### src/rtl/register_file_pkg.sv
// rtl/register_file_pkg.sv - shared widths and sizes for the rename register file
package register_file_pkg;

    // architectural register index width and count
    localparam int REG_BIT = 5;
    localparam int REG_S   = 32;

    // ROB tag width; tag 0 is reserved for "not renamed"
    localparam int ROB_BIT = 5;

    // architectural data width
    localparam int DAT_W   = 32;

endpackage

### src/rtl/rf_operand_port.sv
// rtl/rf_operand_port.sv - one operand lookup port with commit and ROB-ready bypass
module rf_operand_port
    import register_file_pkg::*;
(
    input  logic [REG_BIT-1:0] rs,
    input  logic [ROB_BIT-1:0] tag_rs,
    input  logic [DAT_W-1:0]   val_rs,
    input  logic               cmt_en,
    input  logic [REG_BIT-1:0] cmt_rd,
    input  logic [ROB_BIT-1:0] cmt_q,
    input  logic [DAT_W-1:0]   cmt_v,
    input  logic               rob_rdy,
    input  logic [DAT_W-1:0]   rob_rdyv,
    output logic [ROB_BIT-1:0] q,
    output logic [DAT_W-1:0]   v,
    output logic [ROB_BIT-1:0] rob_reqq
);

    // the ROB is always asked about whatever tag currently renames rs
    assign rob_reqq = tag_rs;

    // resolve the operand in priority order: x0, committed value, commit bypass, ROB bypass, wait on tag
    always_comb begin
        q = '0;
        v = '0;
        if (rs == '0) begin
            q = '0;
            v = '0;
        end else if (tag_rs == '0) begin
            v = val_rs;
        end else if (cmt_en && (cmt_rd == rs) && (cmt_q == tag_rs)) begin
            v = cmt_v;
        end else if (rob_rdy) begin
            v = rob_rdyv;
        end else begin
            q = tag_rs;
        end
    end

endmodule

### src/rtl/register_file.sv
// rtl/register_file.sv - architectural values plus rename tags for a Tomasulo-style core
module register_file
    import register_file_pkg::*;
(
    input  logic               clk,
    input  logic               rst_n,
    input  logic               en,
    input  logic               is_en_i,
    input  logic [REG_BIT-1:0] is_rd_i,
    input  logic [ROB_BIT-1:0] is_qd_i,
    input  logic [REG_BIT-1:0] is_rs1_i,
    input  logic [REG_BIT-1:0] is_rs2_i,
    output logic [ROB_BIT-1:0] qj_o,
    output logic [ROB_BIT-1:0] qk_o,
    output logic [DAT_W-1:0]   vj_o,
    output logic [DAT_W-1:0]   vk_o,
    output logic [ROB_BIT-1:0] rob_reqqj_o,
    output logic [ROB_BIT-1:0] rob_reqqk_o,
    input  logic               rob_rdyj_i,
    input  logic               rob_rdyk_i,
    input  logic [DAT_W-1:0]   rob_rdyvj_i,
    input  logic [DAT_W-1:0]   rob_rdyvk_i,
    input  logic               cmt_en_i,
    input  logic [REG_BIT-1:0] cmt_rd_i,
    input  logic [ROB_BIT-1:0] cmt_q_i,
    input  logic [DAT_W-1:0]   cmt_v_i,
    input  logic               br_flag_i
);

    logic [DAT_W-1:0]   val [REG_S];
    logic [ROB_BIT-1:0] tag [REG_S];

    // commit writes first so a same-cycle issue or flush overrides its tag clear; x0 is never written
    always_ff @(posedge clk or negedge rst_n) begin
        if (!rst_n) begin
            for (int i = 0; i < REG_S; i++) begin
                val[i] <= '0;
                tag[i] <= '0;
            end
        end else if (en) begin
            if (cmt_en_i && (cmt_rd_i != '0)) begin
                val[cmt_rd_i] <= cmt_v_i;
                if (tag[cmt_rd_i] == cmt_q_i) begin
                    tag[cmt_rd_i] <= '0;
                end
            end
            if (br_flag_i) begin
                for (int i = 0; i < REG_S; i++) begin
                    tag[i] <= '0;
                end
            end else if (is_en_i && (is_rd_i != '0)) begin
                tag[is_rd_i] <= is_qd_i;
            end
        end
    end

    rf_operand_port u_port_j (
        .rs       (is_rs1_i),
        .tag_rs   (tag[is_rs1_i]),
        .val_rs   (val[is_rs1_i]),
        .cmt_en   (cmt_en_i),
        .cmt_rd   (cmt_rd_i),
        .cmt_q    (cmt_q_i),
        .cmt_v    (cmt_v_i),
        .rob_rdy  (rob_rdyj_i),
        .rob_rdyv (rob_rdyvj_i),
        .q        (qj_o),
        .v        (vj_o),
        .rob_reqq (rob_reqqj_o)
    );

    rf_operand_port u_port_k (
        .rs       (is_rs2_i),
        .tag_rs   (tag[is_rs2_i]),
        .val_rs   (val[is_rs2_i]),
        .cmt_en   (cmt_en_i),
        .cmt_rd   (cmt_rd_i),
        .cmt_q    (cmt_q_i),
        .cmt_v    (cmt_v_i),
        .rob_rdy  (rob_rdyk_i),
        .rob_rdyv (rob_rdyvk_i),
        .q        (qk_o),
        .v        (vk_o),
        .rob_reqq (rob_reqqk_o)
    );

endmodule

### config.mk
export PLATFORM = sky130hd
export DESIGN_NAME = register_file
export DESIGN_NICKNAME = d
export VERILOG_FILES = /design/src/rtl/register_file_pkg.sv /design/src/rtl/rf_operand_port.sv /design/src/rtl/register_file.sv
export SDC_FILE = /design/constraint.sdc
export NUM_CORES = 2
export LEC_CHECK = 0
export BUFFER_PORTS_ARGS = -buffer_cell sky130_fd_sc_hd__buf_2
export CAP_MARGIN = 15
export CORE_ASPECT_RATIO = 2
export CORE_UTILIZATION = 55
export CTS_BUF_LIST = sky130_fd_sc_hd__clkbuf_16
export CTS_CLUSTER_DIAMETER = 120
export DETAILED_ROUTE_END_ITERATION = 6
export PLACE_DENSITY_LB_ADDON = 0.15
export SYNTH_ARGS = -nofsm -noshare
export SYNTH_HDL_FRONTEND = slang
export SYNTH_SLANG_ARGS = --single-unit
export TNS_END_PERCENT = 50
### constraint.sdc
create_clock -name clk -period 4.3 [get_ports clk]
set_input_delay 0.43 -clock clk [delete_from_list [all_inputs] [get_ports clk]]
set_output_delay 0.43 -clock clk [all_outputs]
set_load 0.005 [all_outputs]
Word-level counts from Yosys, hierarchy flattened
Index checks and enable logic that the tools add are counted.
Operators by class
  magnitude comparators: 6
  equal/unequal tests: 5
  mux-type cells: 44
  bitwise operators: 6
  reductions and logical operators: 15
Operators with widths (count)
  bitwise mux 1024 bit: 1
  2-to-1 mux 160 bit: 5
  2-to-1 mux 32 bit: 13
  binary-select mux 32 bit (select 5 bit): 2
  AND 160 bit: 1
  bitwise mux 160 bit: 1
  demux 32 bit (select 5 bit): 1
  NOT 160 bit: 1
  2-to-1 mux 5 bit: 16
  binary-select mux 5 bit (select 5 bit): 3
  demux 5 bit (select 5 bit): 2
  == test 5 bit: 5
  >= comparator 6 bit (second input constant): 4
  NOT 5 -> 6 bit: 4
  logical NOT 5 bit: 4
  less-than comparator 6 x 1 -> 1 bit (second input constant): 2
  nonzero test 5 bit: 2
  logical AND 1 bit: 8
  AND reduction 2 bit: 1
Word-level totals
  bits in registers: 1184
  input bits: 134
  output and inout bits: 84
  word-level logic and storage cells: 140

Depth between registers and ports, before layout
  depth after elaboration: 13
  mapped depth: 15
  mapped depth without buffers: 9

By module
Synthesis repeated with hierarchy kept, for this count alone.
Unflattened totals
  cell total of the unflattened synthesis: 4736
  area total of the unflattened synthesis: 68434.4 sq um
By module, submodules not included
  register_file: instances 1, cells an instance 4392, area each 66187.2 sq um, seq. area each 29628.4 sq um
  rf_operand_port: instances 2, cells an instance 172, area each 1123.6 sq um, seq. area each 0.0 sq um

Worst setup path after synthesis
No wires, ideal clock.
  path type: input -> output
  start: input is_rs2_i[0]
  end: output vk_o[0]
  data arrival time: 3144 ps
  data required time: 3870 ps
  slack: 726 ps
  stages: 11
  buffers on the path: 6
  cell sequence: buf_6 > buf_4 > buf_2 > buf_2 > buf_2 > buf_2 > mux4_2 > mux4_2 > nand2_1 > a31oi_1 > o221a_1
Between the ends
  cells in the longest elaborated chain, start to end: 9
  elaborated cells between the ends (all ways): 16
  classes of those cells: eq/ne: 2; mux: 9; bitwise: 1; reduce/logical: 4
RTL lines
  start: declaration: RTL line register_file.sv:12  | input logic [REG_BIT-1:0] is_rs2_i,
  NOT 5 -> 6 bit (not written as such): RTL line register_file.sv:74, register_file.sv:75
  binary-select mux 5 bit (select 5 bit): RTL line register_file.sv:74  | .tag_rs (tag[is_rs2_i]),
  2-to-1 mux 5 bit (not written as such) (2 in a row): RTL line register_file.sv:74
  == test 5 bit: RTL line rf_operand_port.sv:31  | end else if (cmt_en && (cmt_rd == rs) && (cmt_q == tag_rs)) begin
  logical AND 1 bit: RTL line rf_operand_port.sv:31
  2-to-1 mux 32 bit: RTL line rf_operand_port.sv:31
  2-to-1 mux 32 bit: RTL line rf_operand_port.sv:29  | end else if (tag_rs == '0) begin
  2-to-1 mux 32 bit (*): RTL line rf_operand_port.sv:26  | if (rs == '0) begin
  end: declaration: RTL line register_file.sv:16  | output logic [DAT_W-1:0] vk_o,
Every way passes the cells marked *; elsewhere a longest branch is shown, timed or not. The select of a mux whose other input is x is not followed.

Worst setup path after layout
  start: register tag[6] (netlist bit)
  end: output vk_o[8]
Between the ends
  cells in the longest elaborated chain, start to end: 8
  elaborated cells between the ends (all ways): 9
  classes of those cells: eq/ne: 1; mux: 6; reduce/logical: 2
RTL lines
  start: declaration: RTL line register_file.sv:31  | logic [ROB_BIT-1:0] tag [REG_S];
  start signal: indexed assignment: RTL line register_file.sv:52  | tag[is_rd_i] <= is_qd_i;
  binary-select mux 5 bit (select 5 bit) (*): RTL line register_file.sv:74
  2-to-1 mux 5 bit (not written as such) (*) (2 in a row): RTL line register_file.sv:74
  == test 5 bit: RTL line rf_operand_port.sv:31
  logical AND 1 bit: RTL line rf_operand_port.sv:31
  2-to-1 mux 32 bit: RTL line rf_operand_port.sv:31
  2-to-1 mux 32 bit (*): RTL line rf_operand_port.sv:29
  2-to-1 mux 32 bit (*): RTL line rf_operand_port.sv:26
Marked as above.

==> impl_metrics.yaml <==
hold_path:
  min_path_type: "in -> reg"
  hold_start: "cmt_v_i[2]"
  whs_path_depth: 2
  whs_endpoint: "val[130]"
logic_synthesis:
  ys_dominant_reg_cell: "dfrtp_1"
  ys_top_cells_by_area: "dfrtp_1 (45%), mux4_2 (22%), mux2_2 (16%), mux2i_1 (3.1%), clkbuf_1 (2.0%)"
  synth_edf_count: 0
  synthArstFlopShare_pct: 100
  synth_cell_types: 58
  syn-cell-area_mm2: 0.0660
  syn_nets: 4770
  ys_seq_area_share_pct: 44.9
  yosysWarnings: 0
  synth_area_leader_cell: "dfrtp_1"
  synthCells: 4636
  synth_top_area_share_pct: 44.9
  syn_area_per_cell_um2: 14.2
  yosys_register_bits: 1184
worst_setup_path:
  worstPathArrival_ps: 4160
  cp.required_ps: 3870
  reg2reg_from: "tag[82]"
  end_kind: "primary output"
  reg2reg_depth: 13
  cp-start-kind: "flop"
  worst-path-max-fanout: 5
  ff2ff_setup_slack_ps: 350
  r2r-end: "tag[4]"
  path_class: "reg -> out"
die:
  rows: 179
  dieArea_mm2: 0.122
  start_util_pct: 55.5
  die_h_um: 492
  io_pins: 218
  chipWidth_um: 247
  design.core.area_mm2: 0.119
power_and_ir_drop:
  peakVddDrop_v: 0.000371
  p_leak_nw: 32.9
  powerDensity_mw_per_mm2: 384
  p_total_mw: 28.8
timing:
  slew_viol_final: 0
  fin_ws_ps: -292
  finClkSkew_ps: 21.2
  worst_slew_pin_slew_ps: 1070
  period_minus_slack_ps: 4590
  fmax_mhz: 218
  fin_crit_sh_pct: 107
  hold_ws_ps: 155
  hold_violations: 0
  max-slew-margin-rel_pct: 28.8
  tns_ps: -12890
  rsz0062_at_grt: "yes"
  finalSetupViolCount: 68
global_route:
  grt_max_degree: 132
  antenna_found_initial: 23
  grt_pass1_wl_um: 366000
  grt-ovfl-total: 0
  grt.total_usage_pct: 43.2
  grt_pass1_vias: 49400
final_layout:
  fin_nets: 4926
  final_cell_mix: "dfrtp_1 (1178), mux2_2 (935), mux4_2 (659)"
  final_core_util_pct: 63.0
  finalNonFillerCells: 6435
  layout_commonest_cell: "dfrtp_1"
  layout-drive-gt1-share_pct: 49.5
  area_growth_syn_to_layout_pct: 13.5
  stdcell_area_mm2: 0.0749
detailed_routing:
  firstDrtPassIters: 7
  drc: 139
  ant_nets: 0
  wirelength_um: 254000
  vias_per_cell: 7.40
  avgRoutedWirePerCell_um: 39.4
  drt_iter0_markers: 4598
  num_vias: 47600
clocking:
  htreeDepth: 3
  numCtsBuffers: 107
  numClockSinks: 1184
  clockRootBuffer: "clkbuf_16"
  clk_latency_ps: 750
  cts_tree: "done"
  cts_buffer_depth: 3
  clk_pin_slew_ps: 60
place:
  finalWeightedCongestion: 1.14
  placed_cell_area_mm2: 0.0706
  port_buffers: 217
  hpwlAfterDp_um: 158000
  dp_slack_ps: -128
  post-place-cells: 6196
flow_run:
  cap_viol_max_count: 0
status:
  status: "complete, but fails checks"
  violations: "design-rule violations, negative setup slack"
## final cells by class
class	instances	area, um2
Antenna cell	14	35.0
Clock buffer	109	2730
Clock inverter	91	764
Fill cell	8970	44000
Inverter	40	158
Multi-Input combinational cell	2905	34900
Sequential cell	1184	29600
Tap cell	1538	1920
Timing Repair Buffer	554	4830
## synthesized netlist by cell type, types with 44 or more instances
cell type and number:
o21ai_0 153, clkbuf_1 359, o2bb2ai_1 110, nor2_1 87
buf_2 71, mux2i_1 206, nand2_1 197, mux2_2 936
a21oi_1 89, mux4_2 659, dfrtp_1 1184, a22oi_1 44
buf_1 49
## per-layer routing
layer | vias up | GRT usage [%] | share of wire (%)
met1 | 25300 | 50.8 | 34
met5 | - | 0.408 | 0.065
met2 | 2940 | 66.7 | 47
met4 | 18 | 33.6 | 9.5
met3 | 1083 | 12.0 | 9.5
li1 | 18300 | - | -
## where the power goes
group	switching [mW]	leakage [nW]	internal, mW
sequential	0.942	15.9	12.4
clock	4.55	1.78	5.22
combinational	2.63	15.3	3.03
total	8.12	32.9	20.6
## registers in the layout (all words and copies together), names as in the netlist
signal / count
val: 1024
tag: 160
## critical path: stages (launching register included)
cell and delay [ps]:
dfrtp_1 390, buf_6 140, mux4_2 660, mux4_2 550
o221ai_2 170, buf_4 170, xor2_1 140, nand4_1 140
buf_4 180, nor2_4 140, buf_12 140, clkbuf_16 170
buf_4 140, o221a_1 170, buf_2 110
## worst max-delay path by stage
stage                startpoint        to  slack (ps)  cells after the start
floorplan           is_rs2_i[0]   vk_o[0]         730                     11
global placement    is_rs1_i[1]  vj_o[25]        -120                     14
detailed placement  is_rs1_i[1]  vj_o[25]        -130                     14
CTS                      tag[1]  vk_o[29]        -120                     11
global route            tag[11]   vk_o[8]        -400                     14
finish                   tag[6]   vk_o[8]        -290                     14
## cell families after synthesis
kind of cell           Yosys count  synth area share [%]
multiplexers                  1801                  41.6
flip-flops                    1184                  44.9
AO/OA/AOI/OAI                  634                  6.74
buffers and inverters          547                  3.44
AND/OR/NAND/NOR                451                  3.12
XOR/XNOR                        19                 0.252
## what timing repair did
| action | CTS | global route |
|---|---|---|
| hold buffers | 1 | 0 |
| gates cloned | 2 | 2 |
| gates resized for setup | 74 | 51 |
| pin swaps | 35 | 22 |
| setup buffers | 16 | 5 |
| endpoints found under the setup margin | 74 | 74 |
| endpoints found under the hold margin | 119 | 0 |
Power figures use the tool's default switching activity.
